## src/rtl/canvas_downsampler_pkg.sv

```systemverilog
// Shared FSM state, output-pixel record and address/index widths for the canvas downsampler.
// Latency: none (declarations only).
// Backpressure: none (declarations only).
package digit_pkg;

    typedef enum logic [2:0] {
        ST_IDLE,
        ST_READ,
        ST_DRAIN,
        ST_EMIT,
        ST_DONE
    } ds_state_t;

    localparam int OUT_PIXELS = 784;
    localparam int IDX_W      = $clog2(OUT_PIXELS);
    localparam int FB_ADDR_W  = 17;
    localparam int BLOCK_DEF  = 8;
    localparam int BLK_SHIFT  = $clog2(BLOCK_DEF);

    typedef struct packed {
        logic [7:0]       data;
        logic [IDX_W-1:0] index;
        logic             last;
    } pix_t;

    // Mean of BLOCK x BLOCK 8-bit samples needs 2*log2(BLOCK) extra bits.
    function automatic int acc_width(input int block);
        return 8 + 2 * $clog2(block);
    endfunction

endpackage

```

## src/rtl/canvas_downsampler_if.sv

```systemverilog
// Downsampled pixel stream: valid/ready handshake carrying block mean, index and last flag.
// Latency: none (wires only).
// Backpressure: source holds all fields while pix_valid && !pix_ready.
interface canvas_downsampler_if;
    import digit_pkg::*;

    logic             pix_valid;
    logic             pix_ready;
    logic [7:0]       pix_data;
    logic [IDX_W-1:0] pix_index;
    logic             pix_last;

    modport master (
        output pix_valid,
        output pix_data,
        output pix_index,
        output pix_last,
        input  pix_ready
    );

    modport slave (
        input  pix_valid,
        input  pix_data,
        input  pix_index,
        input  pix_last,
        output pix_ready
    );

endinterface

```

## src/rtl/canvas_downsampler_addr_gen.sv

```systemverilog
// Walks block (ox,oy) and sub-pixel (sx,sy) counters, producing framebuffer addresses incrementally.
// Latency: addr is combinational from the counter registers; counters step on the same edge as issue.
// Backpressure: none; block counters only advance when the caller pulses advance.
module ds_addr_gen
    import digit_pkg::*;
#(
    parameter int FB_WIDTH = 320,
    parameter int CANVAS_X = 48,
    parameter int CANVAS_Y = 8,
    parameter int BLOCK    = BLOCK_DEF,
    parameter int OUT_DIM  = 28
) (
    input  logic                 Clk,
    input  logic                 Reset_n,
    input  logic                 init,
    input  logic                 issue,
    input  logic                 advance,
    output logic [FB_ADDR_W-1:0] addr,
    output logic                 last_issue,
    output logic                 last_block
);

    localparam int SW = (BLOCK > 1) ? $clog2(BLOCK) : 1;
    localparam int OW = (OUT_DIM > 1) ? $clog2(OUT_DIM) : 1;

    localparam logic [SW-1:0]        SUB_MAX   = SW'(BLOCK - 1);
    localparam logic [OW-1:0]        OUT_MAX   = OW'(OUT_DIM - 1);
    localparam logic [FB_ADDR_W-1:0] TOP_ROW   = FB_ADDR_W'(CANVAS_Y * FB_WIDTH);
    localparam logic [FB_ADDR_W-1:0] ROW_STEP  = FB_ADDR_W'(FB_WIDTH);
    localparam logic [FB_ADDR_W-1:0] BAND_STEP = FB_ADDR_W'(BLOCK * FB_WIDTH);
    localparam logic [FB_ADDR_W-1:0] LEFT_COL  = FB_ADDR_W'(CANVAS_X);
    localparam logic [FB_ADDR_W-1:0] COL_STEP  = FB_ADDR_W'(BLOCK);

    logic [SW-1:0]        sx;
    logic [SW-1:0]        sy;
    logic [OW-1:0]        ox;
    logic [OW-1:0]        oy;
    logic [FB_ADDR_W-1:0] band_base;
    logic [FB_ADDR_W-1:0] row_base;
    logic [FB_ADDR_W-1:0] col_base;

    // band_base is the first row of the current block band; row_base tracks sy within it.
    assign addr       = row_base + col_base + FB_ADDR_W'(sx);
    assign last_issue = issue && (sx == SUB_MAX) && (sy == SUB_MAX);
    assign last_block = (ox == OUT_MAX) && (oy == OUT_MAX);

    always_ff @(posedge Clk or negedge Reset_n) begin
        if (!Reset_n) begin
            sx        <= '0;
            sy        <= '0;
            ox        <= '0;
            oy        <= '0;
            band_base <= '0;
            row_base  <= '0;
            col_base  <= '0;
        end else if (init) begin
            sx        <= '0;
            sy        <= '0;
            ox        <= '0;
            oy        <= '0;
            band_base <= TOP_ROW;
            row_base  <= TOP_ROW;
            col_base  <= LEFT_COL;
        end else if (issue) begin
            if (sx == SUB_MAX) begin
                sx <= '0;
                if (sy == SUB_MAX) begin
                    sy       <= '0;
                    row_base <= band_base;
                end else begin
                    sy       <= sy + 1'b1;
                    row_base <= row_base + ROW_STEP;
                end
            end else begin
                sx <= sx + 1'b1;
            end
        end else if (advance) begin
            if (ox == OUT_MAX) begin
                ox        <= '0;
                oy        <= oy + 1'b1;
                col_base  <= LEFT_COL;
                band_base <= band_base + BAND_STEP;
                row_base  <= band_base + BAND_STEP;
            end else begin
                ox       <= ox + 1'b1;
                col_base <= col_base + COL_STEP;
            end
        end
    end

endmodule

```

## src/rtl/canvas_downsampler.sv

```systemverilog
// Reduces the framebuffer canvas to OUT_DIM x OUT_DIM block means, streamed in row-major order.
// Latency: first pixel BLOCK^2+RD_LATENCY cycles after READ entry; one EMIT cycle per transfer.
// Backpressure: EMIT holds pix_* stable until pix_ready; no reads are issued while stalled.
module canvas_downsampler
    import digit_pkg::*;
#(
    parameter int FB_WIDTH   = 320,
    parameter int CANVAS_X   = 48,
    parameter int CANVAS_Y   = 8,
    parameter int BLOCK      = BLOCK_DEF,
    parameter int OUT_DIM    = 28,
    parameter int RD_LATENCY = 2
) (
    input  logic                 Clk,
    input  logic                 Reset_n,
    input  logic                 start,
    output logic                 busy,
    output logic                 done,
    output logic [FB_ADDR_W-1:0] fb_rdaddress,
    input  logic [7:0]           fb_q,
    canvas_downsampler_if.master pix
);

    localparam int BS    = $clog2(BLOCK);
    localparam int ACC_W = acc_width(BLOCK);
    localparam int DW    = (RD_LATENCY > 1) ? $clog2(RD_LATENCY) : 1;

    localparam logic [DW-1:0] DRAIN_MAX = DW'(RD_LATENCY - 1);

    ds_state_t              state;
    ds_state_t              state_nxt;
    logic                   init;
    logic                   issue;
    logic                   xfer;
    logic                   drain_end;
    logic                   emit_vld;
    logic [FB_ADDR_W-1:0]   addr;
    logic                   last_issue;
    logic                   last_block;
    logic [RD_LATENCY-1:0]  rd_pipe;
    logic                   tap;
    logic [ACC_W-1:0]       acc;
    logic [ACC_W-1:0]       acc_nxt;
    logic [DW-1:0]          drain_cnt;
    pix_t                   pix_q;

    ds_addr_gen #(
        .FB_WIDTH (FB_WIDTH),
        .CANVAS_X (CANVAS_X),
        .CANVAS_Y (CANVAS_Y),
        .BLOCK    (BLOCK),
        .OUT_DIM  (OUT_DIM)
    ) u_addr_gen (
        .Clk        (Clk),
        .Reset_n    (Reset_n),
        .init       (init),
        .issue      (issue),
        .advance    (xfer),
        .addr       (addr),
        .last_issue (last_issue),
        .last_block (last_block)
    );

    always_ff @(posedge Clk or negedge Reset_n) begin
        if (!Reset_n) begin
            state <= ST_IDLE;
        end else begin
            state <= state_nxt;
        end
    end

    always_comb begin
        state_nxt = state;
        init      = 1'b0;
        issue     = 1'b0;
        xfer      = 1'b0;
        drain_end = 1'b0;
        emit_vld  = 1'b0;
        busy      = 1'b0;
        done      = 1'b0;
        case (state)
            ST_IDLE: begin
                if (start) begin
                    init      = 1'b1;
                    state_nxt = ST_READ;
                end
            end
            ST_READ: begin
                busy  = 1'b1;
                issue = 1'b1;
                if (last_issue) begin
                    state_nxt = ST_DRAIN;
                end
            end
            ST_DRAIN: begin
                busy = 1'b1;
                if (drain_cnt == DRAIN_MAX) begin
                    drain_end = 1'b1;
                    state_nxt = ST_EMIT;
                end
            end
            ST_EMIT: begin
                busy     = 1'b1;
                emit_vld = 1'b1;
                if (pix.pix_ready) begin
                    xfer      = 1'b1;
                    state_nxt = last_block ? ST_DONE : ST_READ;
                end
            end
            ST_DONE: begin
                done      = 1'b1;
                state_nxt = ST_IDLE;
            end
            default: begin
                state_nxt = ST_IDLE;
            end
        endcase
    end

    // The tap marks the cycle in which fb_q carries the sample for a read issued RD_LATENCY ago.
    assign tap     = rd_pipe[RD_LATENCY-1];
    assign acc_nxt = acc + (tap ? ACC_W'(fb_q) : '0);

    always_ff @(posedge Clk or negedge Reset_n) begin
        if (!Reset_n) begin
            rd_pipe   <= '0;
            drain_cnt <= '0;
            acc       <= '0;
            pix_q     <= '0;
        end else begin
            rd_pipe[0] <= issue;
            for (int i = 1; i < RD_LATENCY; i++) begin
                rd_pipe[i] <= rd_pipe[i-1];
            end
            drain_cnt <= (state == ST_DRAIN) ? drain_cnt + 1'b1 : '0;

            if (init || xfer) begin
                acc <= '0;
            end else if (tap) begin
                acc <= acc_nxt;
            end

            // The final sample lands in the same cycle DRAIN ends, so capture from acc_nxt.
            if (init) begin
                pix_q <= '0;
            end else if (drain_end) begin
                pix_q.data <= acc_nxt[2*BS +: 8];
                pix_q.last <= last_block;
            end else if (xfer) begin
                pix_q.index <= pix_q.index + 1'b1;
            end
        end
    end

    assign fb_rdaddress  = issue ? addr : '0;
    assign pix.pix_valid = emit_vld;
    assign pix.pix_data  = pix_q.data;
    assign pix.pix_index = pix_q.index;
    assign pix.pix_last  = pix_q.last;

endmodule

```

## src/flat_wrapper.sv

```systemverilog
// flat-port wrapper written by rule: the top's interface ports become plain ports
module canvas_downsampler_flat import digit_pkg::*;
#(
    parameter int FB_WIDTH   = 320,
    parameter int CANVAS_X   = 48,
    parameter int CANVAS_Y   = 8,
    parameter int BLOCK      = BLOCK_DEF,
    parameter int OUT_DIM    = 28,
    parameter int RD_LATENCY = 2
)
  (Clk, Reset_n, start, busy, done, fb_rdaddress, fb_q, pix_pix_valid, pix_pix_data, pix_pix_index, pix_pix_last, pix_pix_ready);
  canvas_downsampler_if pix_i ();
  input  logic Clk;
  input  logic Reset_n;
  input  logic start;
  output logic busy;
  output logic done;
  output logic [FB_ADDR_W-1:0] fb_rdaddress;
  input  logic [7:0] fb_q;
  output wire logic [$bits(pix_i.pix_valid)-1:0] pix_pix_valid;
  output wire logic [$bits(pix_i.pix_data)-1:0] pix_pix_data;
  output wire logic [$bits(pix_i.pix_index)-1:0] pix_pix_index;
  output wire logic [$bits(pix_i.pix_last)-1:0] pix_pix_last;
  input wire logic [$bits(pix_i.pix_ready)-1:0] pix_pix_ready;
  assign pix_pix_valid = pix_i.pix_valid;
  assign pix_pix_data = pix_i.pix_data;
  assign pix_pix_index = pix_i.pix_index;
  assign pix_pix_last = pix_i.pix_last;
  assign pix_i.pix_ready = pix_pix_ready;
  canvas_downsampler #(.FB_WIDTH(FB_WIDTH), .CANVAS_X(CANVAS_X), .CANVAS_Y(CANVAS_Y), .BLOCK(BLOCK), .OUT_DIM(OUT_DIM), .RD_LATENCY(RD_LATENCY)) u_core (.Clk(Clk), .Reset_n(Reset_n), .start(start), .busy(busy), .done(done), .fb_rdaddress(fb_rdaddress), .fb_q(fb_q), .pix(pix_i));
endmodule
```

## config.mk

```make
export PLATFORM = sky130hd
export DESIGN_NAME = canvas_downsampler_flat
export DESIGN_NICKNAME = d
export VERILOG_FILES = /design/src/rtl/canvas_downsampler_pkg.sv /design/src/rtl/canvas_downsampler_if.sv /design/src/rtl/canvas_downsampler_addr_gen.sv /design/src/rtl/canvas_downsampler.sv /design/src/flat_wrapper.sv
export SDC_FILE = /design/constraint.sdc
export NUM_CORES = 1
export LEC_CHECK = 0
export CAP_MARGIN = 40
export CORE_UTILIZATION = 53
export CTS_CLUSTER_DIAMETER = 30
export DETAILED_ROUTE_END_ITERATION = 16
export PLACE_DENSITY = 0.77
export SLEW_MARGIN = 5
export SYNTH_ARGS = -nofsm -noshare
export SYNTH_HDL_FRONTEND = slang
export SYNTH_HIERARCHICAL = 1
export SYNTH_SLANG_ARGS = --single-unit
```

## constraint.sdc

```tcl
create_clock -name Clk -period 3.1 [get_ports Clk]
set_clock_uncertainty 0.05 [all_clocks]
set_input_delay 0.62 -clock Clk [delete_from_list [all_inputs] [get_ports Clk]]
set_output_delay 0.62 -clock Clk [all_outputs]
set_load 0.02 [all_outputs]
```

==> results.md <==
- Final WS setup: -328 ps
- Seq pwr share: 29.2%
- Pint: 2.99 mW
- Placeable core area: 0.0111 sq mm
- Clock sink total: 89
- Post-synth EDFFs: 0
- Hold_ws: 147 ps
- RR Startpoint: u_core/rd_pipe[1]
- Actual slew at the worst max-slew pin: 581 ps
- Clock slew at reported path FFs: 70 ps
- Syn_nets: 754
- Failing checks: negative setup slack
- Sw Pwr: 2.07 mW
- Critical Path AT: 2760 ps
- All-layer global routing usage: 25.9%
- CTS tree: built
- Most frequent cells in the layout: dfrtp_1, nor2_1, buf_4, nand2_1, a21oi_1
- Layout cells sized above 1: 18.2%
- Cell variety after synth: 71
- Worst-Skew Late Latency: 350 ps
- CTS buffer count: 9
- Gpl congestion: 0.872
- Crit path max-delay family: adder cells
- Sequential area share after synthesis: 36.2%
- Synthesized area per cell: 8.91 sq um
- Setup TNS: -2700 ps
- DRC: 0
- Clock root buffer: clkbuf_16
- CP startpoint kind: register
- Nets: 862
- Register-to-register setup slack: 500 ps
- Register area: 0.00223 sq mm
- DP Worst Slack: -677 ps
- End of the worst register-to-register path: u_core/pix.pix_data[4]
- Post-synthesis instance total: 691
- Vias per inst: 5.81
- Final Hold Fails: 0
- Initial core utilization: 55.6%
- Area of the mapped netlist: 0.00616 sq mm
- CP Buf/Inv Count: 1
- Synth Register Bits: 89
- Deepest clock path buffer count: 2
- Switching part of the total power: 40.9%
- DR pass1 iterations: 5
- Chip width: 110 microns
- Logic pwr share: 49.5%
- Max-cap violation count: 0
- Total gr overflow: 0
- Fillcell total: 842
- Achievable Freq: 292 MHz
- Tmin final: 3430 ps
- Drt wl/cell: 15.9 microns
- Unrepaired setup endpoints after global routing: true
- Post-synthesis async set-or-reset flop share: 100%
- Pleak: 3.65 nW
- Relative slew slack: 61.3%
- Largest net degree at the start of global routing: 62
- Clock network power share: 21.3%
- Number of global-route vias before repair: 5266
- Slowest stage delay, CP: 480 ps
- First-pass GRT wire length: 24.3 mm
- Most common cell after layout, fill and taps aside: dfrtp_1
- Worst VDD drop: 730 uV
- Final Util: 70.4%
- Area grow syn2layout: 26.7%
- CP most frequent cell: ha_4
- Area of the multi-input gates: 0.00394 sq mm
- YS warnings: 6
- Max Fanout on Critical Path: 5
- Max-slew violations: 0
- Worst Path Required: 2430 ps
- Cell Rows: 38
- Die area: 0.0121 sq mm
- Vias: 5481
- Post-detail-place hpwl: 10.8 mm
- # IOs: 51
- Slowest-stage cell, CP: dfrtp_2
- Ys flop type: dfrtp_1
- Final cell count without fillers: 944
- Chip Height: 110 microns
- Detailed Route Iter0 Violations: 431
- H-tree Lvls: 3
- Routed Antenna Nets: 0
- Crit path kind: register to output port
- Worst-case reg-to-reg path depth: 10
- Pwr/cell area: 649 mW/mm^2
- N_diodes: 0
- Initial antenna violation count: 0
- Final setup viols: 11
- Min-delay worst type: input port to asynchronous set/reset pin
- Drt total wl: 15.0 mm
- Status: finished, violations left
- # placed instances: 925
- Critical path capture point type: output port
- Port bufs: 50
- Post-route clock period utilization: 111%
- Cell Chain, Critical Path: ha_4 -> ha_4 -> fa_2 -> a21o_4 -> a21oi_4 -> o31ai_4 -> mux2i_1 -> a2111oi_2 -> and2_4 -> buf_6
## area by class of cell
class / instances / area share, %
Clock buffer: 9 / 2.89
Clock inverter: 7 / 0.866
Inverter: 13 / 0.625
Multi-Input combinational cell: 561 / 50.5
Sequential cell: 89 / 28.6
Tap cell: 140 / 2.25
Timing Repair Buffer: 125 / 14.3
## synthesized netlist by cell type, types with 3 or more instances
master | number | share of area [%]
clkbuf_1 | 14 | 0.85
o211ai_1 | 5 | 0.61
nand4_1 | 10 | 1.0
ha_1 | 49 | 10
nand3b_1 | 5 | 0.61
nor3_2 | 3 | 0.49
and3_1 | 7 | 0.71
nor2_1 | 81 | 4.9
nand2_1 | 70 | 4.3
nand3_1 | 37 | 3.0
a21oi_1 | 43 | 3.5
o21ai_0 | 36 | 2.9
buf_2 | 10 | 0.81
xor2_1 | 37 | 5.3
a21o_1 | 12 | 1.5
mux2_2 | 3 | 0.55
buf_1 | 3 | 0.18
a31oi_1 | 3 | 0.30
o21ai_1 | 4 | 0.33
nor2b_1 | 5 | 0.51
xnor2_1 | 29 | 4.1
nand2b_1 | 6 | 0.61
a21oi_2 | 3 | 0.43
a211oi_1 | 6 | 0.73
nand4b_1 | 3 | 0.43
and4_1 | 3 | 0.43
mux2i_1 | 10 | 1.6
inv_1 | 12 | 0.73
nor3_1 | 10 | 0.81
dfrtp_1 | 89 | 36
nor3b_1 | 6 | 0.73
and2_1 | 27 | 2.7
a21boi_0 | 3 | 0.37
## per-layer routing
| layer | track usage, % | wire length, microns | part of all wire, % |
|---|---|---|---|
| met1 | 33.5 | 6670 | 45 |
| met2 | 43.8 | 7480 | 50 |
| met3 | 4.27 | 541 | 3.6 |
| met4 | 9.14 | 300 | 2.0 |
| met5 | 0 | 0 | 0 |
## state kept, by name, summed over array words and instances, names as in the netlist
name / flops
u_core/u_addr_gen/sx: 3
u_core/u_addr_gen/col_base: 14
u_core/pix.pix_last: 1
u_core/rd_pipe: 2
u_core/u_addr_gen/sy: 3
u_core/u_addr_gen/oy: 5
u_core/u_addr_gen/band_base: 8
u_core/drain_cnt: 1
u_core/state: 3
u_core/pix.pix_index: 10
u_core/acc: 14
u_core/u_addr_gen/row_base: 12
u_core/pix.pix_data: 8
u_core/u_addr_gen/ox: 5
## logic make-up after synthesis
| group | share of synthesized area [%] |
|---|---|
| compound gates | 15.1 |
| xor+xnor | 9.39 |
| fa+ha+maj | 10.6 |
| buf+inv | 2.82 |
| flops | 36.2 |
| mux | 2.54 |
| simple gates | 23.4 |
## metrics by stage
step / total power [mW] / cell area, sq um
2_1_floorplan: 3.07 / 6170
3_3_place_gp: 3.80 / 7260
3_5_place_dp: 3.89 / 7280
4_1_cts: 4.98 / 7640
5_1_grt: 5.41 / 7800
6_report: 5.06 / 7800
## how the worst max path moves through the flow
| stage | startpoint | depth (start not counted) | to |
|---|---|---|---|
| floorplan | u_core/u_addr_gen/row_base[4] | 9 | fb_rdaddress[15] |
| global placement | u_core/u_addr_gen/row_base[4] | 10 | fb_rdaddress[15] |
| detailed placement | u_core/u_addr_gen/row_base[4] | 10 | fb_rdaddress[16] |
| CTS | u_core/u_addr_gen/row_base[4] | 10 | fb_rdaddress[16] |
| global route | u_core/u_addr_gen/row_base[4] | 10 | fb_rdaddress[14] |
| finish | u_core/u_addr_gen/row_base[4] | 10 | fb_rdaddress[15] |
## power by group through the flow
stage	logic, mW	registers [mW]	clock network (mW)
finish	2.50	1.48	1.08
global route	2.76	1.49	1.16
CTS	2.39	1.48	1.11
detailed placement	2.39	1.49	0
global placement	2.32	1.48	0
floorplan	1.62	1.46	0
## what timing repair did
action | 4_1_cts | 5_1_grt
resized for setup | 74 | 30
hold buffers | 0 | 0
endpoints found under the setup margin | 15 | 14
pin swaps | 13 | 12
buffers inserted | 0 | 3
hold endpoints to repair | 0 | 0
Note: power is estimated with default switching activity, not from simulation.
